**config.mk**
```make
export PLATFORM = sky130hd
export DESIGN_NAME = arb_req_ctrl
export DESIGN_NICKNAME = d
export VERILOG_FILES = /design/src/rtl/arb_pkg.sv /design/src/rtl/arb_req_chan.sv /design/src/rtl/arb_req_ctrl.sv
export SDC_FILE = /design/constraint.sdc
export NUM_CORES = 1
export LEC_CHECK = 0
export ABC_AREA = 1
export CORE_AREA = 4 4 65 67
export DETAILED_ROUTE_END_ITERATION = 6
export DIE_AREA = 0 0 69 71
export PLACE_DENSITY = 0.74
export RECOVER_POWER = 25
export SYNTH_ARGS = -nofsm -noshare
export SYNTH_HDL_FRONTEND = slang
export SYNTH_SLANG_ARGS = --single-unit
```
**constraint.sdc**
```tcl
create_clock -name clk -period 1.6 [get_ports clk]
set_clock_uncertainty 0.1 [all_clocks]
set_input_delay 0.32 -clock clk [delete_from_list [all_inputs] [get_ports clk]]
set_output_delay 0.32 -clock clk [all_outputs]
set_load 0.005 [all_outputs]
```
**src/rtl/arb_pkg.sv**
```systemverilog
// Shared types and default constants for the three-channel arbiter request controller.
package arb_pkg;

  localparam int LEN_W_DEF   = 4;
  localparam int TMO_CYC_DEF = 15;

  typedef enum logic [1:0] {
    IDLE = 2'd0,
    WAIT = 2'd1,
    XFER = 2'd2,
    REL  = 2'd3
  } chan_state_e;

endpackage

```
**src/rtl/arb_req_chan.sv**
```systemverilog
// One request channel: turns a start pulse into a granted burst of beats toward the arbiter.
// Optional WAIT timeout is compiled in with REQ_TIMEOUT_EN.
//
// state | meaning
// IDLE  | no transfer; a req pulse starts one
// WAIT  | requesting, no beat granted yet
// XFER  | requesting, at least one beat done
// REL   | request dropped; leaves once grant is seen low
module arb_req_chan
  import arb_pkg::*;
#(
  parameter int LEN_W   = LEN_W_DEF,
  parameter int TMO_CYC = TMO_CYC_DEF
) (
  input  logic             clk,
  input  logic             reset,
  input  logic             req,
  input  logic [LEN_W-1:0] len,
  input  logic             g,
  output logic             r,
  output logic             done,
  output logic             drop,
  output logic             err
);

  chan_state_e      st, st_nxt;
  logic [LEN_W-1:0] cnt, cnt_nxt;
  logic [LEN_W-1:0] len_eff;
  logic             beat_last;
  logic             done_nxt;
  logic             tmo_hit;

  assign len_eff   = (len == '0) ? LEN_W'(1) : len;
  assign beat_last = (cnt == LEN_W'(1));

  always_comb begin
    st_nxt   = st;
    cnt_nxt  = cnt;
    done_nxt = 1'b0;
    case (st)
      IDLE: begin
        if (req) begin
          st_nxt  = WAIT;
          cnt_nxt = len_eff;
        end
      end
      WAIT: begin
        if (g) begin
          cnt_nxt = cnt - LEN_W'(1);
          if (beat_last) begin
            st_nxt   = REL;
            done_nxt = 1'b1;
          end else begin
            st_nxt = XFER;
          end
        end else if (tmo_hit) begin
          st_nxt = REL;
        end
      end
      XFER: begin
        if (g) begin
          cnt_nxt = cnt - LEN_W'(1);
          if (beat_last) begin
            st_nxt   = REL;
            done_nxt = 1'b1;
          end
        end
      end
      REL: begin
        if (!g) st_nxt = IDLE;
      end
      default: st_nxt = IDLE;
    endcase
  end

  always_ff @(posedge clk) begin
    if (reset) begin
      st   <= IDLE;
      cnt  <= '0;
      r    <= 1'b0;
      done <= 1'b0;
      drop <= 1'b0;
    end else begin
      st   <= st_nxt;
      cnt  <= cnt_nxt;
      r    <= (st_nxt == WAIT) || (st_nxt == XFER);
      done <= done_nxt;
      drop <= req && (st != IDLE);
    end
  end

`ifdef REQ_TIMEOUT_EN
  localparam int TMO_W = (TMO_CYC < 2) ? 1 : $clog2(TMO_CYC + 1);

  logic [TMO_W-1:0] tmo_cnt;

  // Down-counter reloads outside WAIT; a grant in the terminal cycle wins over the abandon.
  assign tmo_hit = (tmo_cnt == TMO_W'(1));

  always_ff @(posedge clk) begin
    if (reset) begin
      tmo_cnt <= '0;
      err     <= 1'b0;
    end else begin
      err <= (st == WAIT) && !g && tmo_hit;
      if (st != WAIT) tmo_cnt <= TMO_W'(TMO_CYC);
      else if (!g)    tmo_cnt <= tmo_cnt - TMO_W'(1);
    end
  end
`else
  assign tmo_hit = 1'b0;
  assign err     = 1'b0;
`endif

endmodule

```
**src/rtl/arb_req_ctrl.sv**
```systemverilog
// Three independent request channels in front of a fixed-priority arbiter (device 1 highest).
// Define REQ_TIMEOUT_EN to abandon requests left ungranted for TMO_CYC WAIT cycles.
module arb_req_ctrl
  import arb_pkg::*;
#(
  parameter int LEN_W   = LEN_W_DEF,
  parameter int TMO_CYC = TMO_CYC_DEF
) (
  input  logic             clk,
  input  logic             reset,
  input  logic [3:1]       req_i,
  input  logic [LEN_W-1:0] len1_i,
  input  logic [LEN_W-1:0] len2_i,
  input  logic [LEN_W-1:0] len3_i,
  input  logic [3:1]       g_i,
  output logic [3:1]       r_o,
  output logic [3:1]       done_o,
  output logic [3:1]       drop_o,
  output logic [3:1]       err_o
);

  arb_req_chan #(.LEN_W(LEN_W), .TMO_CYC(TMO_CYC)) u_chan1 (
    .clk   (clk),
    .reset (reset),
    .req   (req_i[1]),
    .len   (len1_i),
    .g     (g_i[1]),
    .r     (r_o[1]),
    .done  (done_o[1]),
    .drop  (drop_o[1]),
    .err   (err_o[1])
  );

  arb_req_chan #(.LEN_W(LEN_W), .TMO_CYC(TMO_CYC)) u_chan2 (
    .clk   (clk),
    .reset (reset),
    .req   (req_i[2]),
    .len   (len2_i),
    .g     (g_i[2]),
    .r     (r_o[2]),
    .done  (done_o[2]),
    .drop  (drop_o[2]),
    .err   (err_o[2])
  );

  arb_req_chan #(.LEN_W(LEN_W), .TMO_CYC(TMO_CYC)) u_chan3 (
    .clk   (clk),
    .reset (reset),
    .req   (req_i[3]),
    .len   (len3_i),
    .g     (g_i[3]),
    .r     (r_o[3]),
    .done  (done_o[3]),
    .drop  (drop_o[3]),
    .err   (err_o[3])
  );

endmodule

```
==> results_dict.tcl <==
set metrics [dict create \
    status "completed" \
    die_x_um 69 \
    yosysUniqueCellTypes 25 \
    p_sw_frac 0.3731 \
    path_clk_slew_ns 0.09 \
    finalSetupViolCount 0 \
    grt.overflow.total 0 \
    use_met1 0.1783 \
    async_flop_share 0 \
    max_stage_delay_ns 0.50 \
    drt-initial-drc-count 58 \
    met2_usage 0.2383 \
    first_pass_iters 4 \
    crit_chain "clkdlybuf4s50_1" \
    gp_congestion 0.8602 \
    p_per_area_nw_per_um2 1056 \
    min_path_cells 2 \
    crit_buf_inv 1 \
    clkLatencyLatePin_ns 0.28 \
    synth_top_family_by_area "simple AND/OR/NAND/NOR gates" \
    pwr-share-clk 0.175 \
    yosysWarningCount 0 \
    cp.arrival_ns 1.13 \
    yosys-top-cells-area "dfxtp_1, ha_1, nand2_1" \
    cts-root-buf "clkbuf_8" \
    worst_setup_path_start_kind "register" \
    cts_buffers 3 \
    crit_cells 1 \
    leakagePower_nw 1.005 \
    rsz0062_at_grt "false" \
    drc 0 \
    met3_usage 0.02415 \
    die-area_sq_um 4899 \
    synth_top_cell_by_area "dfxtp_1" \
    cts_tree "done" \
    synth-edff-count 0 \
    grt_pass1_wl_um 5830 \
    clock-sinks 27 \
    worst-path-max-fanout 1 \
    max_freq_ghz 0.6460 \
    hold_buffers 0 \
    drive_above_1_share 0.09319 \
    syn_avg_cell_area_sq_um 7.002 \
    grt_pass1_vias 1405 \
    crit_required_ns 1.18 \
    nNetsFinal 318 \
    wl_um 3280 \
    synthCells 255 \
    power.switching_w 0.0008380 \
    wl_per_cell_um 10.03 \
    yosys.area_share.adder 0.1261 \
    die_y_um 71 \
    critPathTopFamily "buffers and inverters" \
    maxCapViolations 0 \
    coreArea_sq_um 3633 \
    ys_seq_elements 27 \
    final_hold_viol_count 0 \
    peakVddDrop_uv 421.3 \
    path_class "reg2out" \
    area.growth.synth_to_final_pct 19.06 \
    synthFlopType "dfxtp_1" \
    ant_nets 0 \
    synth.cell_area_sq_um 1785 \
    instances_no_fill 327 \
    synth_mux_area_frac 0 \
    seq_area_frac_synth 0.3027 \
    drv_slew 0 \
    finalCritPeriodShare 0.9675 \
    synth-simple-area-share 0.2761 \
    final_core_util 0.5851 \
    diodes 0 \
    ios 32 \
    pwr-share-comb 0.442 \
    cp-end-kind "primary output" \
    via_per_inst 4.713 \
    grt_usage 0.1395 \
    h-tree-depth 1 \
    synth_top_area_share 0.3027 \
    grt_max_degree 16 \
    grt-busiest-layer "met2" \
    seqPwrFrac 0.383 \
    cts_buffer_depth 2 \
    antenna_found_initial 0 \
    port_buffers 28 \
    dp_hpwl_um 2463 \
    placedCellCount 323 \
    worst_path_max_delay_cell "clkdlybuf4s50_1" \
    vias 1541 \
    start_util 0.4914 \
    hold_class "reg2reg" \
    num_rows 22 \
    synth_compound_area_frac 0.1289 \
    ff2ff_path_depth 7 \
    finalCriticalPeriod_ns 1.548 \
    synthXorXnorAreaFrac 0 \
    p_int_w 0.001408 \
]
sequential cells by signal, summed over array words and instances (netlist names), 2 cells and up:
name,count
u_chan1.cnt,4
u_chan2.cnt,4
u_chan3.cnt,4
u_chan1.st,2
u_chan2.st,2
u_chan3.st,2
per-layer routing:
layer  vias to the layer above  routed length (um)
li1                        838                   -
met5                         -                   0
met3                         5                 180
met4                         0                  49
met2                        34                1464
met1                       664                1586
synth_stat cells (5+ instances only):
library cell  count
a21oi_1          16
dfxtp_1          27
inv_1            43
o21ai_1           6
o21ai_0          16
ha_1             18
nor2_1           17
buf_4            12
nand3_1          15
nand2_2           5
nor3_1            8
nand2_1          50
area by class of cell:
cell class / instances / area, sq um
Fill cell: 347 / 1508
Inverter: 47 / 178.9
Sequential cell: 27 / 540.5
Multi-Input combinational cell: 168 / 984.7
Clock buffer: 3 / 41.29
Timing Repair Buffer: 33 / 315.3
Tap cell: 48 / 60.06
Clock inverter: 1 / 5.005
per-stage QoR:
step	power, W	setup slack, ns	setup TNS, ns	instance area, sq um	hold WS (ns)
after global placement	0.001817	-0.009168	-0.009168	2057	0.3775
after floorplan	0.001595	0.1252	0	1793	0.3530
after global routing	0.002461	0.009792	0	2126	0.4376
after detailed placement	0.001827	-0.01834	-0.04148	2057	0.3809
after CTS	0.002234	0.05057	0	2103	0.4083
final	0.002246	0.05206	0	2126	0.4070
logic make-up after synthesis:
logic type	after synthesis
other	1
AO/OA/AOI/OAI	43
adder cells (fa/ha/maj)	18
AND/OR/NAND/NOR	104
buffers and inverters	62
flip-flops	27
power groups by stage:
| stage | Combinational [W] | Sequential (W) | Clock, W |
|---|---|---|---|
| after floorplan | 0.000725 | 0.000870 | 0 |
| after global placement | 0.000943 | 0.000874 | 0 |
| after detailed placement | 0.000952 | 0.000875 | 0 |
| after CTS | 0.000961 | 0.000861 | 0.000412 |
| after global routing | 0.00115 | 0.000875 | 0.000433 |
| final | 0.000992 | 0.000861 | 0.000393 |
worst min-delay path, cell delays in order, from the launching register on:
cell and delay (ns):
dfxtp_1 0.34, nand2_1 0.07, a21oi_1 0.06
layout by cell type, fill, tap and decap left out:
| cell | Yosys | routed |
|---|---|---|
| a21oi_1 | 16 | 16 |
| a21oi_2 | 2 | 2 |
| buf_4 | 12 | 4 |
| clkbuf_2 | 1 | 1 |
| clkbuf_8 | 1 | 3 |
| clkdlybuf4s50_1 | 0 | 26 |
| clkinv_2 | 0 | 1 |
| conb_1 | 1 | 3 |
| dfxtp_1 | 27 | 27 |
| dlygate4sd3_1 | 0 | 2 |
| ha_1 | 18 | 16 |
| ha_4 | 0 | 2 |
| inv_1 | 43 | 42 |
| inv_2 | 3 | 4 |
| inv_4 | 1 | 1 |
| nand2_1 | 50 | 50 |
| nand2_2 | 5 | 5 |
| nand3_1 | 15 | 15 |
| nand3_4 | 1 | 1 |
| nand3b_4 | 2 | 2 |
| nand4_1 | 2 | 2 |
| nor2_1 | 17 | 17 |
| nor3_1 | 8 | 8 |
| o21ai_0 | 16 | 16 |
| o21ai_1 | 6 | 6 |
| o21bai_1 | 3 | 3 |
| or2_0 | 1 | 1 |
| or2_1 | 3 | 3 |
path summary, 6_finish.rpt:
kind,startpoint,end,slack (ns)
worst min register to register,u_chan2.cnt[3],u_chan2.cnt[3],0.41
worst max-delay path,u_chan1.drop,drop_o[1],0.05
worst min-delay path,u_chan2.cnt[3],u_chan2.cnt[3],0.41
worst max register to register,u_chan2.st[1],u_chan2.cnt[1],0.14
what timing repair did:
action                                  in CTS  in global routing
buffers inserted                             0                  0
endpoints found under the setup margin       0                  7
resized for setup                            0                  5
No activity file was read; power rests on OpenSTA's default activity.
